===== config.mk =====
export PLATFORM = sky130hd
export DESIGN_NAME = if_fetch_unit
export DESIGN_NICKNAME = d
export VERILOG_FILES = /design/src/rtl/if_fetch_unit.sv
export SDC_FILE = /design/constraint.sdc
export NUM_CORES = 1
export LEC_CHECK = 0
export BUFFER_PORTS_ARGS = -buffer_cell sky130_fd_sc_hd__buf_2
export CAP_MARGIN = 20
export CORE_UTILIZATION = 59
export DETAILED_ROUTE_END_ITERATION = 6
export PLACE_DENSITY = 0.95
export REMOVE_ABC_BUFFERS = 1
export SLEW_MARGIN = 5
export SYNTH_ARGS = -nofsm -noshare
export SYNTH_HDL_FRONTEND = slang
export SYNTH_SLANG_ARGS = --single-unit

===== constraint.sdc =====
create_clock -name clk -period 9.6 [get_ports clk]
set_clock_uncertainty 0.15 [all_clocks]
set_input_delay 1.92 -clock clk [delete_from_list [all_inputs] [get_ports clk]]
set_output_delay 1.92 -clock clk [all_outputs]
set_load 0.01 [all_outputs]

===== src/rtl/if_fetch_unit.sv =====
// Instruction-fetch front end: single-outstanding imem requests, prefetch FIFO, show-ahead IF/ID outputs.
// Optional performance counters are enabled by defining IF_FETCH_PERF_EN.
module if_fetch_unit #(
  parameter logic [31:0] RESET_PC = 32'h0,
  parameter int unsigned DEPTH    = 2
) (
  input  logic        clk,
  input  logic        rst,
  input  logic        freeze,
  input  logic        branch_taken,
  input  logic [31:0] branch_addr,
  output logic        imem_req,
  output logic [31:0] imem_addr,
  input  logic        imem_ack,
  input  logic [31:0] imem_rdata,
  output logic        valid_out,
  output logic [31:0] pc_out,
  output logic [31:0] instruction_out
`ifdef IF_FETCH_PERF_EN
  ,
  output logic [31:0] perf_fetched,
  output logic [31:0] perf_dropped
`endif
);

  localparam int unsigned PW = $clog2(DEPTH);
  localparam int unsigned CW = $clog2(DEPTH) + 1;

  typedef enum logic [1:0] {
    IDLE,
    WAIT,
    DROP
  } state_t;

  state_t        state;
  logic [31:0]   fetch_pc;
  logic [PW-1:0] wr_ptr;
  logic [PW-1:0] rd_ptr;
  logic [CW-1:0] count;
  logic [31:0]   pc_mem  [DEPTH];
  logic [31:0]   ins_mem [DEPTH];

  logic push;
  logic pop;
  logic ack_drop;

  always_comb begin
    push     = (state == WAIT) && imem_ack && !branch_taken;
    pop      = valid_out && !freeze && !branch_taken;
    ack_drop = imem_ack && ((state == DROP) || ((state == WAIT) && branch_taken));
  end

  always_comb begin
    valid_out       = (count != '0);
    pc_out          = valid_out ? pc_mem[rd_ptr]  : '0;
    instruction_out = valid_out ? ins_mem[rd_ptr] : '0;
  end

  // Storage needs no reset: entries are only visible through count.
  always_ff @(posedge clk) begin
    if (push) begin
      pc_mem[wr_ptr]  <= fetch_pc + 32'd4;
      ins_mem[wr_ptr] <= imem_rdata;
    end
  end

  always_ff @(posedge clk) begin
    if (!rst) begin
      state     <= IDLE;
      fetch_pc  <= RESET_PC;
      imem_req  <= 1'b0;
      imem_addr <= RESET_PC;
      wr_ptr    <= '0;
      rd_ptr    <= '0;
      count     <= '0;
    end else begin
      if (branch_taken) begin
        wr_ptr   <= '0;
        rd_ptr   <= '0;
        count    <= '0;
        fetch_pc <= branch_addr;
      end else begin
        if (push) begin
          wr_ptr   <= wr_ptr + PW'(1);
          fetch_pc <= fetch_pc + 32'd4;
        end
        if (pop) begin
          rd_ptr <= rd_ptr + PW'(1);
        end
        unique case ({push, pop})
          2'b10:   count <= count + CW'(1);
          2'b01:   count <= count - CW'(1);
          default: count <= count;
        endcase
      end

      // Issue only from IDLE, so count alone bounds occupancy plus the outstanding request.
      unique case (state)
        IDLE: begin
          if (!branch_taken && (count < CW'(DEPTH))) begin
            state     <= WAIT;
            imem_req  <= 1'b1;
            imem_addr <= fetch_pc;
          end
        end
        WAIT: begin
          if (imem_ack) begin
            state    <= IDLE;
            imem_req <= 1'b0;
          end else if (branch_taken) begin
            state <= DROP;
          end
        end
        DROP: begin
          if (imem_ack) begin
            state    <= IDLE;
            imem_req <= 1'b0;
          end
        end
        default: begin
          state    <= IDLE;
          imem_req <= 1'b0;
        end
      endcase
    end
  end

`ifdef IF_FETCH_PERF_EN
  always_ff @(posedge clk) begin
    if (!rst) begin
      perf_fetched <= '0;
      perf_dropped <= '0;
    end else begin
      if (push) begin
        perf_fetched <= perf_fetched + 32'd1;
      end
      perf_dropped <= perf_dropped
                    + (branch_taken ? 32'(count) : 32'd0)
                    + (ack_drop ? 32'd1 : 32'd0);
    end
  end
`endif

endmodule


Word-level counts from Yosys, hierarchy flattened
Memory sizes are Yosys's and may differ from the RTL's. A register that Yosys moved wholly into a read port is not among the register bits.
Cells that the tools add are included.
{"block": "classes", "add_sub_neg": 5, "n_mul": 0, "div": 0, "magnitude_cmp": 1, "n_eq_ne": 8, "shifts": 0, "n_mux": 19, "bitwise": 1, "reduce_logical": 16}
{"op": "2-to-1 mux 32 bit", "count": 4}
{"op": "adder 32 x 3 -> 32 bit, second input constant", "count": 1}
{"op": "2-to-1 mux 1 bit", "count": 8}
{"op": "2-to-1 mux 2 bit", "count": 4}
{"op": "case mux 2 bit (3 select lines)", "count": 1}
{"op": "nonzero test 2 bit", "count": 3}
{"op": "logical AND 1 bit", "count": 5}
{"op": "equality test 2 x 1 -> 1 bit, second input constant", "count": 2}
{"op": "equality test 2 bit, second input constant", "count": 2}
{"op": "inequality test 2 bit, second input constant", "count": 2}
{"op": "case mux 2 bit (2 select lines)", "count": 1}
{"op": "AND reduction 2 bit", "count": 2}
{"op": "OR reduction 2 bit", "count": 2}
{"op": "inequality test 3 bit, second input constant", "count": 1}
{"op": "AND reduction 3 bit", "count": 1}
{"op": "adder 1 bit, second input constant", "count": 2}
{"op": "adder 2 x 1 -> 2 bit, second input constant", "count": 1}
{"op": "logical NOT 1 bit", "count": 2}
{"op": "logical NOT 2 bit", "count": 1}
{"op": "less-than comparator 2 bit, second input constant", "count": 1}
{"op": "inequality test 2 x 1 -> 1 bit, second input constant", "count": 1}
{"op": "case mux 1 bit (2 select lines)", "count": 1}
{"op": "subtractor 2 x 1 -> 2 bit, second input constant", "count": 1}
{"op": "NOT 1 bit", "count": 1}
{"block": "word_totals", "register_bits": 71, "latch_bits": 0, "ramBits": 128, "mem_bits_ro": 0, "input_bits": 69, "word_cells": 59, "mem_count": 2}
{"memory": "ins_mem", "depth": 2, "word_bits": 32, "read_ports": 1, "rd_clocked_by_memory_dff": 1, "wr": 1, "line_no": "41", "rtl": "logic [31:0] ins_mem [DEPTH];"}
{"memory": "pc_mem", "depth": 2, "word_bits": 32, "read_ports": 1, "rd_clocked_by_memory_dff": 1, "wr": 1, "line_no": "40", "rtl": "logic [31:0] pc_mem [DEPTH];"}

Logic depth before layout (Yosys ltp)
Gate-level depths: netlist of the first run.
{"block": "depth", "ltp_word": 5, "depth_mapped": 9, "depth_no_buf": 8}

Worst setup path after synthesis of the first run
OpenSTA, ideal clock, no wires.
{"block": "synth_timing", "kind": "input to register", "start": "input port branch_taken", "end": "memory ins_mem[0][0], enable pin", "arrival_time_ns": 5.332, "required_time_ns": 8.964, "setup_slack_ns": 3.632, "path_stages": 5, "n_path_buf": 2, "path_cell_list": "inv_1 > clkbuf_1 > clkbuf_1 > nand2_1 > nor2_1"}
{"block": "synth_between", "elab_chain_cells": 4}
{"item": "start: declaration", "line_no": "10", "rtl": "input logic branch_taken,"}
{"item": "logical NOT 1 bit", "line_no": "48", "rtl": "push = (state == WAIT) && imem_ack && !branch_taken;"}
{"item": "logical AND 1 bit", "line_no": "48"}
{"item": "2-to-1 mux 1 bit", "line_no": "61", "rtl": "if (push) begin"}
{"item": "2-to-1 mux 1 bit (implied by the code)", "line_no": "63", "rtl": "ins_mem[wr_ptr] <= imem_rdata;"}
{"item": "end: declaration", "line_no": "41"}
Every way passes these cells.

==> impl_metrics.json, run 1 <==
{
  "met3_length_um": 1552,
  "grt_pass1_wl_um": 30500,
  "rsz0062_at_grt": "false",
  "area_growth_pct": 18.61,
  "worst_ep_required_time_ns": 7.53,
  "dpl.cell_count": 1067,
  "seq_area_mm2": 0.005289,
  "routed_wl_um": 19310,
  "drive_gt1_share_pct": 23.48,
  "cts_max_path_buffers": 2,
  "final_cells": 1100,
  "setup.worst_path.end": "pc_out[3]",
  "first_iter_violations": 831,
  "ctsResizeCount": 0,
  "die_h_um": 122.7,
  "fillers": 942,
  "core_mm2": 0.01404,
  "worst-setup-path-type": "register to output port",
  "yosys_register_bits": 200,
  "slowest_stage": "dfxtp_4",
  "crit_path_cell_trace": "mux2i_1 -> nor2_1 -> buf_2",
  "relSlewSlack_pct": 25.97,
  "clockRootBuffer": "clkbuf_16",
  "cts_sinks": 200,
  "netlist_instances": 773,
  "wl_met2_um": 9145,
  "antenna_left": 0,
  "synth_edf_count": 128,
  "nNetsFinal": 982,
  "max_cap_violations": 0,
  "end_kind": "output port",
  "ios": 167,
  "yosys.area.top_type": "edfxtp_1",
  "cts.clk_slew.worst_paths_ns": 0.07,
  "gp_congestion": 0.9148,
  "critPathMaxFanout": 64,
  "multi_input_area_mm2": 0.003034,
  "vias_per_cell": 5.907,
  "critical-path-max-stage-delay_ns": 1.05,
  "hold_buffers": 0,
  "io_buffers": 166,
  "reg2reg_setup_slack_ns": 6.80,
  "ys_top_cells_by_count": "128 x edfxtp_1, 99 x nand2_1, 89 x nor2_1",
  "ys.flop_type": "edfxtp_1",
  "synth_top_area_share_pct": 44.74,
  "wire_per_inst_um": 17.55,
  "synthTopCellsByArea": "edfxtp_1 45%, dfxtp_1 17%, mux2i_1 7.9%",
  "synth_compound_area_share_pct": 7.704,
  "failed_checks": "DRC",
  "synth-xor-area-share_pct": 4.077,
  "grt_usage_pct": 26.85,
  "ir_drop_mv": 0.1285,
  "rows": 43,
  "vias": 6498,
  "hpwlAfterDp_um": 12630,
  "timing.fmax_mhz": 235.0,
  "htree_levels": 4,
  "overflow": 0,
  "fin_crit_ns": 4.256,
  "numCtsBuffers": 17,
  "synthArstFlopShare_pct": 0,
  "dieArea_mm2": 0.01505,
  "worstMarginPinSlew_ns": 1.110,
  "period_share_pct": 44.33,
  "grt_antenna_before_repair": 0,
  "final-max-slew-violation-count": 0,
  "leakagePower_uw": 0.003820,
  "run_status": "complete, but fails checks",
  "grt_max_degree": 65,
  "finalSetupTns_ns": 0,
  "yosysMostFrequentCell": "edfxtp_1",
  "synth.avg_cell_area_um2": 11.12,
  "insertion_delay_ns": 0.43,
  "start_kind": "register",
  "r2r_cells": 6,
  "dieWidth_um": 122.7,
  "insertedDiodeCount": 0,
  "initial_core_util_pct": 61.19,
  "netlist_area_mm2": 0.008592,
  "finalSetupViolCount": 0,
  "cts_tree": "yes",
  "cp.arrival_ns": 2.19,
  "yosys.cell_types.count": 43,
  "r2r-end": "pc_mem[0][9]",
  "met1Wirelength_um": 7960,
  "yosys.area_share.simple_pct": 14.49,
  "synth_top_family_by_area": "simple AND/OR/NAND/NOR gates",
  "highest_layer": "met4",
  "grt_pass1_vias": 6078,
  "timing.rr.start": "state[1]",
  "hold_violations": 0,
  "drtPass1Iterations": 7,
  "p_per_area_mw_per_mm2": 186.0,
  "yosys_warnings": 0,
  "drc": 9,
  "yosysSeqAreaShare_pct": 61.51,
  "hold_path.class": "register to register",
  "postCtsSetupRepairBufs": 0,
  "synthMuxAreaShare_pct": 7.922,
  "synthAdderAreaFrac_pct": 0.8737
}
-- per-layer routing --
layer	track usage (%)	vias up
met5	0	-
met4	14.10	0
met3	5.994	59
met2	41.82	338
met1	35.21	3080
li1	-	3021
-- stage by stage --
stage / utilization, % / power, µW / setup WS (ns) / area [µm²] / hold slack (ns)
final: 72.57 / 1896 / 5.344 / 10190 / 0.3079
after global routing: 72.57 / 1956 / 5.210 / 10190 / 0.3295
after floorplan: - / 1061 / 3.534 / 8354 / 0.2947
after CTS: 72.47 / 1896 / 5.336 / 10180 / 0.3054
after global placement: 67.62 / 1114 / 5.513 / 9495 / 0.2900
after detailed placement: 67.62 / 1122 / 5.458 / 9495 / 0.2963
-- logic make-up after synthesis --
kind of cell | count (synthesis)
muxes | 68
DFF | 200
and+or+nand+nor | 272
buffers and inverters | 75
xor gates and xnor gates | 40
adders and majority gates | 6
AOI/OAI and AO/OA | 112
-- critical path, delay by kind of cell, from the launching register on --
family	cells	cell delay, ns
buffers and inverters	1	0.18
and+or+nand+nor	1	0.25
muxes	1	0.19
DFF	1	1.05
-- where the power goes --
| group | internal, µW | switching, µW |
|---|---|---|
| clock | 487 | 298 |
| sequential | 946 | 25.9 |
| combinational | 51.9 | 86.8 |
| total | 1480 | 411 |
-- sequential cells by signal, summed over array words and instances, names as in the netlist, named ones only --
name / count
count: 2
fetch_pc: 32
imem_addr: 32
imem_req: 1
ins_mem: 64
pc_mem: 64
rd_ptr: 1
state: 2
wr_ptr: 1
-- placed cells by master, fill, tap and decap left out, types with 7 or more instances in the layout --
cell,Yosys,routed
buf_4,0,8
and4_1,8,8
dfxtp_1,72,71
nand3_1,17,17
nand2_1,99,99
mux2i_1,68,68
buf_2,9,166
inv_1,14,14
a21oi_1,43,43
xor2_1,11,11
nand4_1,9,9
or4_1,8,8
and3_1,8,7
o21ai_0,30,30
edfxtp_1,128,128
xnor2_1,29,29
clkbuf_16,0,21
nor2_1,89,87
a31oi_1,15,15
nor4_1,7,7
-- how the worst min path moves through the flow --
stage | start | endpoint | slack (ns) | cells after the start
after floorplan | fetch_pc[11] | imem_addr[11] | 0.29 | 2
after global placement | imem_addr[16] | imem_addr[16] | 0.29 | 2
after detailed placement | imem_addr[17] | imem_addr[17] | 0.30 | 2
after CTS | imem_addr[17] | imem_addr[17] | 0.31 | 2
after global routing | imem_addr[11] | imem_addr[11] | 0.33 | 2
final | imem_addr[17] | imem_addr[17] | 0.31 | 2
-- final cells by class --
type	instances	share of cell area, %
flip-flops and latches	200	51.90
clock buffers	24	5.463
clock inverters	8	1.215
inverters	15	0.5525
repair buffers	175	8.889
multi-input cells	498	29.77
well taps	180	2.210
No activity file was read; power rests on OpenSTA's default activity.
==> run 2, diff against run 1 <==
- CORE_UTILIZATION: 59 -> 50
- PLACE_DENSITY: 0.95 -> 0.88
- clock period: 9.6 -> 3.5 ns (I/O delays scaled with it)
==> impl_metrics.json, run 2 (synthesis results as in run 1) <==
{
  "finalSetupTns_ns": 0,
  "drc": 0,
  "max_cap_violations": 0,
  "final_cell_mix": "166 x buf_2, 128 x edfxtp_1, 99 x nand2_1, 87 x nor2_1, 71 x dfxtp_1",
  "cts_max_path_buffers": 2,
  "path_depth": 4,
  "dieWidth_um": 133.1,
  "insertedDiodeCount": 0,
  "setup.worst_path.end": "pc_out[0]",
  "numCtsBuffers": 17,
  "drive_gt1_share_pct": 24.19,
  "clockRootBuffer": "clkbuf_16",
  "cp_num_buf_inv": 2,
  "multi_input_area_mm2": 0.003038,
  "dieArea_mm2": 0.01771,
  "critical-path-max-stage-delay_ns": 0.51,
  "rows": 47,
  "ctsResizeCount": 0,
  "power.switching_uw": 1197,
  "worstMarginPinSlew_ns": 0.6688,
  "power.total_uw": 5027,
  "htree_levels": 4,
  "p_int_uw": 3830,
  "p_sw_share_pct": 23.82,
  "grt_antenna_before_repair": 0,
  "rsz0062_at_grt": "false",
  "insertion_delay_ns": 0.44,
  "end_kind": "output port",
  "finalSetupViolCount": 0,
  "reg2reg_setup_slack_ns": 0.76,
  "run_status": "finished clean",
  "ios": 167,
  "grt_max_degree": 59,
  "grt_pass1_wl_um": 30020,
  "worst_ep_required_time_ns": 2.65,
  "grt_usage_pct": 22.11,
  "io_buffers": 166,
  "routed_wl_um": 19080,
  "ir_drop_mv": 0.3267,
  "start_kind": "register",
  "relSlewSlack_pct": 55.31,
  "drtPass1Iterations": 5,
  "leakagePower_uw": 0.003810,
  "wire_per_inst_um": 16.64,
  "die_h_um": 133.1,
  "hold_buffers": 0,
  "hold_violations": 0,
  "fillers": 1341,
  "r2r-end": "fetch_pc[26]",
  "grt_pass1_vias": 5995,
  "fin_crit_ns": 2.830,
  "overflow": 0,
  "gp_congestion": 0.8622,
  "cp_top_family": "simple AND/OR/NAND/NOR gates",
  "worst-setup-path-type": "register to output port",
  "hpwlAfterDp_um": 13110,
  "core_mm2": 0.01670,
  "reg_top3": "ins_mem (64), pc_mem (64)",
  "final_common_cell": "buf_2",
  "crit_path_cell_trace": "nor2_4 -> buf_4 -> nor2_1 -> buf_2",
  "period_share_pct": 80.86,
  "p_per_area_mw_per_mm2": 490.8,
  "area_growth_pct": 19.19,
  "hold_path.class": "input pin to register",
  "seq_area_mm2": 0.005289,
  "slowest_stage": "nor2_4",
  "combPwrFrac_pct": 7.6,
  "final-max-slew-violation-count": 0,
  "cts.clk_slew.worst_paths_ns": 0.08,
  "first_iter_violations": 582,
  "timing.fmax_mhz": 353.4,
  "cp.arrival_ns": 1.98,
  "clkPwrFrac_pct": 39.5,
  "cts_tree": "yes",
  "nNetsFinal": 988,
  "vias_per_cell": 5.542,
  "startpoint": "count[1]",
  "initial_core_util_pct": 51.45,
  "vias": 6351,
  "timing.rr.start": "fetch_pc[9]",
  "antenna_left": 0,
  "critPathMaxFanout": 23,
  "pwr-share-seq_pct": 53.0,
  "r2r_cells": 4,
  "cts_sinks": 200,
  "postCtsSetupRepairBufs": 0
}
run 2: how the worst min path moves through the flow:
stage,start,endpoint,slack [ns],cells past startpoint
after floorplan,fetch_pc[11],imem_addr[11],0.29,2
after global placement,imem_addr[17],imem_addr[17],0.29,2
after detailed placement,imem_addr[20],imem_addr[20],0.30,2
after CTS,imem_rdata[24],ins_mem[0][24],0.29,1
after global routing,imem_rdata[24],ins_mem[0][24],0.28,1
final,imem_rdata[24],ins_mem[0][24],0.30,1
run 2: power by group through the flow:
| stage | combinational [µW] | sequential, µW | clock [µW] |
|---|---|---|---|
| 5_1_grt | 418 | 2670 | 2100 |
| 3_5_place_dp | 379 | 2710 | 0 |
| 2_1_floorplan | 202 | 2710 | 0 |
| 4_1_cts | 381 | 2660 | 2010 |
| 6_report | 380 | 2660 | 1980 |
| 3_3_place_gp | 365 | 2710 | 0 |
run 2: final cells by class:
class | instances | share of cell area (%)
repair buffers | 181 | 9.578
well taps | 220 | 2.688
clock buffers | 18 | 4.288
inverters | 15 | 0.5498
flip-flops and latches | 200 | 51.64
multi-input cells | 498 | 29.66
clock inverters | 14 | 1.588
run 2: worst register-to-register path: stages (launching register included):
cell     delay (ns)
dfxtp_1        0.50
nand4_1        0.45
or4_1          0.82
or4_1          0.57
a31oi_1        0.18
run 2: routing by layer:
metal	vias up	track usage [%]	share of wire, %
li1	3033	-	-
met1	2995	28.49	43
met2	287	35.95	48
met3	36	4.253	6.9
met4	0	10.47	2.5
met5	-	0	0
run 2: per-stage QoR:
step	cell area (µm²)	utilization, %	hold slack, ns	worst slack [ns]	cells
after floorplan	8354	-	0.2947	-1.346	713
after global placement	9639	57.72	0.2909	0.8760	1114
after detailed placement	9639	57.72	0.2970	0.8161	1114
after CTS	10240	61.32	0.2872	0.5874	1146
after global routing	10240	61.32	0.2841	0.5296	1146
final	10240	61.32	0.3032	0.6700	1146
